<file path="src/rtl/spi_pkg.sv">
// Shared types and sizing helpers for the framed SPI slave.
package spi_pkg;
  typedef enum logic [1:0] {IDLE, ACTIVE, CHECK} state_e;

  localparam int ERR_W = 8;

  // bitcnt must reach BUFFER_SIZE+1 so over-length frames stay distinguishable
  function automatic int cnt_w(input int buffer_size);
    return $clog2(buffer_size + 2);
  endfunction
endpackage

</file>
<file path="src/rtl/spi_slave_frame_if.sv">
// SPI pins plus the tx/rx frame handshake between host logic and the slave.
interface spi_slave_frame_if #(parameter int BUFFER_SIZE = 64);
  logic                   SPI_SCK;
  logic                   SPI_SSEL;
  logic                   SPI_MOSI;
  logic                   SPI_MISO;
  logic [BUFFER_SIZE-1:0] tx_data;
  logic                   tx_ack;
  logic [BUFFER_SIZE-1:0] rx_data;
  logic                   rx_valid;

  modport slave  (input  SPI_SCK, SPI_SSEL, SPI_MOSI, tx_data,
                  output SPI_MISO, tx_ack, rx_data, rx_valid);
  modport master (output SPI_SCK, SPI_SSEL, SPI_MOSI, tx_data,
                  input  SPI_MISO, tx_ack, rx_data, rx_valid);
endinterface

</file>
<file path="src/rtl/spi_sync_edge.sv">
// Two-flop synchroniser with registered rise/fall pulses; presets to the line's idle level.
module spi_sync_edge #(
  parameter bit IDLE_LEVEL = 1'b0
) (
  input  logic clk,
  input  logic rst_n,
  input  logic din,
  output logic level,
  output logic rise,
  output logic fall
);
  logic [1:0] sync;
  logic       prev;

  always_ff @(posedge clk or negedge rst_n) begin
    if (!rst_n) begin
      sync <= {2{IDLE_LEVEL}};
      prev <= IDLE_LEVEL;
      rise <= 1'b0;
      fall <= 1'b0;
    end else begin
      sync <= {sync[0], din};
      prev <= sync[1];
      rise <= sync[1] & ~prev;
      fall <= ~sync[1] & prev;
    end
  end

  assign level = sync[1];
endmodule

</file>
<file path="src/rtl/spi_slave_frame.sv">
// Framed SPI slave, all four modes: one BUFFER_SIZE-bit exchange per SSEL assertion,
// length/MSGID checking, saturating error counters and a pkg_ok watchdog.
module spi_slave_frame
  import spi_pkg::*;
#(
  parameter int          BUFFER_SIZE    = 64,
  parameter logic [31:0] MSGID          = 32'h74697277,
  parameter bit          CPOL           = 1'b0,
  parameter bit          CPHA           = 1'b0,
  parameter int          TIMEOUT_CYCLES = 0
) (
  input  logic             clk,
  input  logic             rst_n,
  spi_slave_frame_if.slave bus,
  output logic             pkg_ok,
  output logic             busy,
  output logic [ERR_W-1:0] err_len_cnt,
  output logic [ERR_W-1:0] err_id_cnt
);
  localparam int CW   = cnt_w(BUFFER_SIZE);
  localparam int WD_W = (TIMEOUT_CYCLES > 1) ? $clog2(TIMEOUT_CYCLES + 1) : 1;

  state_e                 state, state_n;
  logic                   sck_lvl, sck_rise, sck_fall;
  logic                   ssel_lvl, ssel_rise, ssel_fall;
  logic [2:0]             mosi_sync;
  logic [1:0]             settle;
  logic                   armed, start;
  logic [BUFFER_SIZE-1:0] tx_shift, rx_shift, rx_data;
  logic [CW-1:0]          bitcnt;
  logic                   first_shift, rx_valid;
  logic                   sample_edge, shift_edge, len_ok, id_ok, good;
  logic [WD_W-1:0]        wd_cnt;

  spi_sync_edge #(.IDLE_LEVEL(CPOL)) u_sck (
    .clk(clk), .rst_n(rst_n), .din(bus.SPI_SCK),
    .level(sck_lvl), .rise(sck_rise), .fall(sck_fall)
  );

  spi_sync_edge #(.IDLE_LEVEL(1'b1)) u_ssel (
    .clk(clk), .rst_n(rst_n), .din(bus.SPI_SSEL),
    .level(ssel_lvl), .rise(ssel_rise), .fall(ssel_fall)
  );

  // third MOSI stage lines the data up with the registered SCK edge pulse
  always_ff @(posedge clk or negedge rst_n) begin
    if (!rst_n) mosi_sync <= '0;
    else        mosi_sync <= {mosi_sync[1:0], bus.SPI_MOSI};
  end

  // Frames may start only after the bus has been seen idle on real (post-reset) samples,
  // so an SSEL held low through reset cannot masquerade as a fresh falling edge.
  always_ff @(posedge clk or negedge rst_n) begin
    if (!rst_n) begin
      settle <= '0;
      armed  <= 1'b0;
    end else begin
      settle <= {settle[0], 1'b1};
      armed  <= armed | (settle[1] & ssel_lvl & (sck_lvl == CPOL));
    end
  end

  assign sample_edge = (CPOL ^ CPHA) ? sck_fall : sck_rise;
  assign shift_edge  = (CPOL ^ CPHA) ? sck_rise : sck_fall;
  assign len_ok      = (bitcnt == CW'(BUFFER_SIZE));
  assign id_ok       = (rx_shift[BUFFER_SIZE-1 -: 32] == MSGID);
  assign good        = (state == CHECK) & len_ok & id_ok;

  always_ff @(posedge clk or negedge rst_n) begin
    if (!rst_n) state <= IDLE;
    else        state <= state_n;
  end

  always_comb begin
    state_n = state;
    start   = 1'b0;
    case (state)
      IDLE: if (ssel_fall && armed) begin
        state_n = ACTIVE;
        start   = 1'b1;
      end
      ACTIVE:  if (ssel_rise) state_n = CHECK;
      CHECK:   state_n = IDLE;
      default: state_n = IDLE;
    endcase
  end

  always_ff @(posedge clk or negedge rst_n) begin
    if (!rst_n) begin
      tx_shift    <= '0;
      rx_shift    <= '0;
      bitcnt      <= '0;
      first_shift <= 1'b0;
      rx_data     <= '0;
      rx_valid    <= 1'b0;
      pkg_ok      <= 1'b0;
      wd_cnt      <= '0;
      err_len_cnt <= '0;
      err_id_cnt  <= '0;
    end else begin
      rx_valid <= 1'b0;
      case (state)
        IDLE: if (start) begin
          tx_shift    <= bus.tx_data;
          bitcnt      <= '0;
          first_shift <= 1'b1;
        end
        ACTIVE: begin
          if (sample_edge) begin
            rx_shift <= {rx_shift[BUFFER_SIZE-2:0], mosi_sync[2]};
            if (bitcnt != CW'(BUFFER_SIZE + 1)) bitcnt <= bitcnt + 1'b1;
          end
          // CPHA=1: the leading edge of bit 0 must keep the MSB on the wire
          if (shift_edge) begin
            if (CPHA && first_shift) first_shift <= 1'b0;
            else                     tx_shift    <= {tx_shift[BUFFER_SIZE-2:0], 1'b0};
          end
        end
        CHECK: begin
          if (!len_ok) begin
            if (err_len_cnt != '1) err_len_cnt <= err_len_cnt + 1'b1;
          end else if (!id_ok) begin
            if (err_id_cnt != '1) err_id_cnt <= err_id_cnt + 1'b1;
          end
        end
        default: ;
      endcase

      if (good) begin
        rx_data  <= rx_shift;
        rx_valid <= 1'b1;
        pkg_ok   <= 1'b1;
        wd_cnt   <= '0;
      end else if (TIMEOUT_CYCLES != 0 && pkg_ok) begin
        wd_cnt <= wd_cnt + 1'b1;
        if (wd_cnt == WD_W'(TIMEOUT_CYCLES - 1)) pkg_ok <= 1'b0;
      end
    end
  end

  assign bus.SPI_MISO = (state == ACTIVE) & tx_shift[BUFFER_SIZE-1];
  assign bus.tx_ack   = start;
  assign bus.rx_data  = rx_data;
  assign bus.rx_valid = rx_valid;
  assign busy         = (state != IDLE);
endmodule
</file>
<file path="src/flat_wrapper.sv">
// flat-port wrapper written by rule: the top's interface ports become plain ports
module spi_slave_frame_flat import spi_pkg::*;
#(
  parameter int          BUFFER_SIZE    = 64,
  parameter logic [31:0] MSGID          = 32'h74697277,
  parameter bit          CPOL           = 1'b0,
  parameter bit          CPHA           = 1'b0,
  parameter int          TIMEOUT_CYCLES = 0
)
  (clk, rst_n, pkg_ok, busy, err_len_cnt, err_id_cnt, bus_SPI_SCK, bus_SPI_SSEL, bus_SPI_MOSI, bus_tx_data, bus_SPI_MISO, bus_tx_ack, bus_rx_data, bus_rx_valid);
  spi_slave_frame_if #(.BUFFER_SIZE(BUFFER_SIZE)) bus_i ();
  input  logic clk;
  input  logic rst_n;
  output logic pkg_ok;
  output logic busy;
  output logic [ERR_W-1:0] err_len_cnt;
  output logic [ERR_W-1:0] err_id_cnt;
  input wire logic [$bits(bus_i.SPI_SCK)-1:0] bus_SPI_SCK;
  input wire logic [$bits(bus_i.SPI_SSEL)-1:0] bus_SPI_SSEL;
  input wire logic [$bits(bus_i.SPI_MOSI)-1:0] bus_SPI_MOSI;
  input wire logic [$bits(bus_i.tx_data)-1:0] bus_tx_data;
  output wire logic [$bits(bus_i.SPI_MISO)-1:0] bus_SPI_MISO;
  output wire logic [$bits(bus_i.tx_ack)-1:0] bus_tx_ack;
  output wire logic [$bits(bus_i.rx_data)-1:0] bus_rx_data;
  output wire logic [$bits(bus_i.rx_valid)-1:0] bus_rx_valid;
  assign bus_i.SPI_SCK = bus_SPI_SCK;
  assign bus_i.SPI_SSEL = bus_SPI_SSEL;
  assign bus_i.SPI_MOSI = bus_SPI_MOSI;
  assign bus_i.tx_data = bus_tx_data;
  assign bus_SPI_MISO = bus_i.SPI_MISO;
  assign bus_tx_ack = bus_i.tx_ack;
  assign bus_rx_data = bus_i.rx_data;
  assign bus_rx_valid = bus_i.rx_valid;
  spi_slave_frame #(.BUFFER_SIZE(BUFFER_SIZE), .MSGID(MSGID), .CPOL(CPOL), .CPHA(CPHA), .TIMEOUT_CYCLES(TIMEOUT_CYCLES)) u_core (.clk(clk), .rst_n(rst_n), .bus(bus_i), .pkg_ok(pkg_ok), .busy(busy), .err_len_cnt(err_len_cnt), .err_id_cnt(err_id_cnt));
endmodule
</file>
<file path="config.mk">
export PLATFORM = sky130hd
export DESIGN_NAME = spi_slave_frame_flat
export DESIGN_NICKNAME = d
export VERILOG_FILES = /design/src/rtl/spi_pkg.sv /design/src/rtl/spi_slave_frame_if.sv /design/src/rtl/spi_sync_edge.sv /design/src/rtl/spi_slave_frame.sv /design/src/flat_wrapper.sv
export SDC_FILE = /design/constraint.sdc
export NUM_CORES = 1
export LEC_CHECK = 0
export ABC_CLOCK_PERIOD_IN_PS = 6560
export BUFFER_PORTS_ARGS = -buffer_cell sky130_fd_sc_hd__buf_2
export CAP_MARGIN = 20
export CORE_AREA = 2 2 134 136
export CTS_CLUSTER_SIZE = 14
export DETAILED_ROUTE_END_ITERATION = 6
export DIE_AREA = 0 0 136 138
export PLACE_DENSITY = 0.79
export SETUP_SLACK_MARGIN = 0.02
export SYNTH_ARGS = -nofsm -noshare
export SYNTH_HDL_FRONTEND = slang
export SYNTH_HIERARCHICAL = 1
export SYNTH_SLANG_ARGS = --single-unit
</file>
<file path="constraint.sdc">
create_clock -name clk -period 6.56 [get_ports clk]
set_input_delay 0.328 -clock clk [delete_from_list [all_inputs] [get_ports clk]]
set_output_delay 0.328 -clock clk [all_outputs]
set_load 0.005 [all_outputs]
</file>
==> flow_summary.json <==
{
  "post-dp-hpwl_um": 10300,
  "cp_num_buf_inv": 1,
  "yosys_most_used_dff": "sky130_fd_sc_hd__dfrtp_1",
  "gr-usage-met3_pct": 5.94,
  "final_layout_setup_total_negative_slack_ns": 0,
  "insertion_delay_ns": 0.50,
  "cp_data_arrival_time_ns": 3.66,
  "cts_hold_repair.buffers": 4,
  "max_cap_violations": 0,
  "portBuffers": 153,
  "setup_violations": 0,
  "final_net_count": 924,
  "syn_area_per_cell_um2": 13.3,
  "grt_antenna_before_repair": 2,
  "antenna-diode-count": 0,
  "post-cts-setup-buffers": 0,
  "htree_num_levels": 1,
  "wire_length_of_the_first_global_routing_pass_um": 27500,
  "p_per_area_mw_per_mm2": 332,
  "worstSetupEndpointType": "register",
  "minimum_clock_period_after_layout_ns": 3.28,
  "tritoncts_num_sinks": 235,
  "timing.hold.worst.class": "in2reg",
  "proportion_of_register_bits_with_asynchronous_set_or_reset_after_synthesis_pct": 100,
  "crit_family": "simple AND/OR/NAND/NOR gates",
  "row_count": 49,
  "die_x_um": 136,
  "grt_start_max_net_pins": 128,
  "slew_margin_rel_pct": 29.5,
  "drt_drc_violations_left": 0,
  "fillCellCount": 1370,
  "grt_remaining_overflow": 0,
  "holdWs_ns": 0.0490,
  "post_synth_main_area_contributors": "sky130_fd_sc_hd__dfrtp_1 62%, sky130_fd_sc_hd__mux2_2 9.9%, sky130_fd_sc_hd__mux2i_1 7.0%, sky130_fd_sc_hd__o21ai_0 3.5%, sky130_fd_sc_hd__nand2_1 2.9%",
  "status": "completed",
  "synth-xor-area-share_pct": 1.32,
  "timing.critical_path.cells": "nor2b_4 > buf_4 > and2_2 > nand4_1 > xor2_1 > nor2_1",
  "yosysWarningCount": 6,
  "routed_wl_um": 16400,
  "worst_path_max_delay_cell": "sky130_fd_sc_hd__and2_2",
  "postRouteAntennaNets": 0,
  "critical_path.startpoint_type": "register",
  "number_of_different_library_cells_in_the_post_synthesis_netlist": 43,
  "synth.net_count": 772,
  "tritoncts_clock_tree": "yes",
  "top_usage_layer": "met2",
  "drt-initial-drc-count": 238,
  "synth.mux.area_fraction_pct": 18.9,
  "synth_top_family_by_area": "multiplexers",
  "boundaryPins": 154,
  "post_synth_inst_count": 698,
  "power_leakage_nw": 5.88,
  "ctsLongestPathBuffers": 3,
  "max_stage_delay_ns": 0.97,
  "globalRouteMet1Util_pct": 25.4,
  "final_min_period_over_clock_period_pct": 49.9,
  "met2_usage_pct": 25.8,
  "library_cell_used_as_clock_root_buffer": "sky130_fd_sc_hd__clkbuf_16",
  "tritoncts.num_buffers": 24,
  "clkSlewWorstSetupHoldPaths_ns": 0.06,
  "flip_flop_and_latch_count_after_synthesis": 235,
  "worst_pin_slew_ns": 1.06,
  "dieArea_mm2": 0.0188,
  "fraction_of_final_layout_cells_with_drive_strength_greater_than_1_pct": 35.9,
  "synth_compound_gate_area_share_pct": 4.46,
  "vdd_ir_drop_max_uv": 233,
  "total_routing_usage_reported_by_global_routing_pct": 17.6,
  "post_synthesis_sequential_area_ratio_pct": 63.2,
  "final.setup_skew_ns": 0.00787,
  "initial_core_utilization_pct": 53.1,
  "slew_viol_final": 0,
  "post_cts_resized": 0,
  "synth.cell_area_mm2": 0.00930,
  "post_layout_nonfiller_instances": 1097,
  "dpl.cell_count": 1048,
  "finalHoldViolCount": 0,
  "synth_top_cell_by_area": "sky130_fd_sc_hd__dfrtp_1",
  "placer_congestion_estimate": 0.787,
  "layout-area-overhead-vs-synth_pct": 19.6,
  "route.detailed.vias_per_inst": 5.18,
  "drt_pass1_iterations": 4,
  "crit_type": "reg2reg",
  "placeableCoreArea_mm2": 0.0175,
  "unrepaired_setup_endpoints_after_global_routing": "false",
  "via_count": 5678,
  "detail_route.wl_per_cell_um": 14.9,
  "number_of_global_route_vias_before_repair": 5611,
  "fmax_ghz": 0.305,
  "synth_simple_gate_area_share_pct": 9.28,
  "synth-adder-area-share_pct": 0.672,
  "path_max_fanout": 57,
  "die_height_um": 138,
  "netlist.area_leader.share_pct": 62.4,
  "synth-edff-count": 0,
  "final_standard_cell_utilization_of_the_core_pct": 63.5,
  "critical_path_rt_ns": 6.94
}
sequential cells by signal, summed over array words and instances, names as in the netlist:
signal and count:
u_core/u_sck/fall 1, u_core/err_id_cnt 8, u_core/u_ssel/sync 2, u_core/err_len_cnt 8, u_core/u_sck/rise 1, u_core/u_ssel/fall 1, u_core/u_sck/sync 2, u_core/pkg_ok 1
u_core/tx_shift 64, u_core/bitcnt 7, u_core/bus.rx_valid 1, u_core/settle 2, u_core/u_sck/prev 1, u_core/armed 1, u_core/u_ssel/rise 1, u_core/mosi_sync 3
u_core/bus.rx_data 64, u_core/u_ssel/prev 1, u_core/rx_shift 64, u_core/state 2
per-stage QoR:
stage / area (um2) / setup WS, ns / total power [mW]
after detailed placement: 10200 / 3.25 / 2.35
final: 11100 / 3.28 / 3.69
after CTS: 11100 / 3.22 / 3.74
after global placement: 10200 / 3.33 / 2.32
after global routing: 11100 / 3.03 / 3.90
after floorplan: 9300 / 4.51 / 2.18
area by class of cell:
class,count,area (um2),share of cell area (%)
inverters,6,22.5,0.202
multi-input cells,420,3240,29.1
repair buffers,163,881,7.91
clock buffers,37,751,6.75
flip-flops and latches,235,5880,52.9
clock inverters,7,66.3,0.596
well taps,229,287,2.57
cell usage in the layout, fill, tap and decap left out, drive strengths merged, types with 4 or more instances in the layout:
master       count
inv              7
clkinv           4
nor2             9
ha               5
clkbuf          37
dlygate4sd3      4
o21ai           65
mux2i           65
buf            159
mux2            98
nand4           14
nand2           72
nor2b           18
and3             5
or2             19
xnor2           10
a21oi            4
nor4bb           4
xor2             4
dfrtp          232
nand3            5
logic make-up (layout without fill, tap and decap cells):
group,Yosys count,in the layout
DFF,235,235
muxes,163,163
and+or+nand+nor,161,161
AOI/OAI and AO/OA,76,76
buffers and inverters,43,213
xor gates and xnor gates,14,14
adders and majority gates,5,5
other,1,1
worst register-to-register path, cell delays in order (launching register included):
cell and delay [ns]:
sky130_fd_sc_hd__dfrtp_1 0.45, sky130_fd_sc_hd__nor2b_4 0.40, sky130_fd_sc_hd__buf_4 0.80, sky130_fd_sc_hd__and2_2 1.00
sky130_fd_sc_hd__nand4_1 0.25, sky130_fd_sc_hd__xor2_1 0.21, sky130_fd_sc_hd__nor2_1 0.06
Yosys cell counts (all sizes together) (4+ instances only):
| master | instances |
|---|---|
| o21ai | 65 |
| dfrtp | 232 |
| nor2 | 9 |
| or2 | 19 |
| mux2 | 98 |
| nand4 | 14 |
| and3 | 5 |
| inv | 6 |
| nand2 | 72 |
| buf | 20 |
| xnor2 | 10 |
| xor2 | 4 |
| nor4bb | 4 |
| nor2b | 18 |
| mux2i | 65 |
| a21oi | 4 |
| ha | 5 |
| clkbuf | 17 |
| nand3 | 5 |
report_power, final:
group / switching [mW] / leakage (nW) / total, mW / internal, mW
clock network: 0.542 / 0.405 / 1.37 / 0.827
logic: 0.275 / 2.34 / 0.513 / 0.238
registers: 0.141 / 3.14 / 1.81 / 1.67
final timing paths:
path	to	from	slack (ns)	cells past startpoint
max	u_core/bitcnt[6]	u_core/state[1]	3.28	6
min in group asynchronous	u_core/err_len_cnt[4]	rst_n	0.35	2
min reg2reg	u_core/mosi_sync[2]	u_core/mosi_sync[1]	0.34	0
max in group asynchronous	u_core/tx_shift[59]	rst_n	4.81	3
min	u_core/tx_shift[0]	bus_tx_data[0]	0.05	2
max reg2reg	u_core/bitcnt[6]	u_core/state[1]	3.28	6
per-layer routing:
layer  part of all wire, %  routed length [um]
met1                    46                7590
met2                    43                7020
met3                   8.8                1450
met4                   1.8                 295
met5                  0.16                  27
No activity file was read; power rests on OpenSTA's default activity.
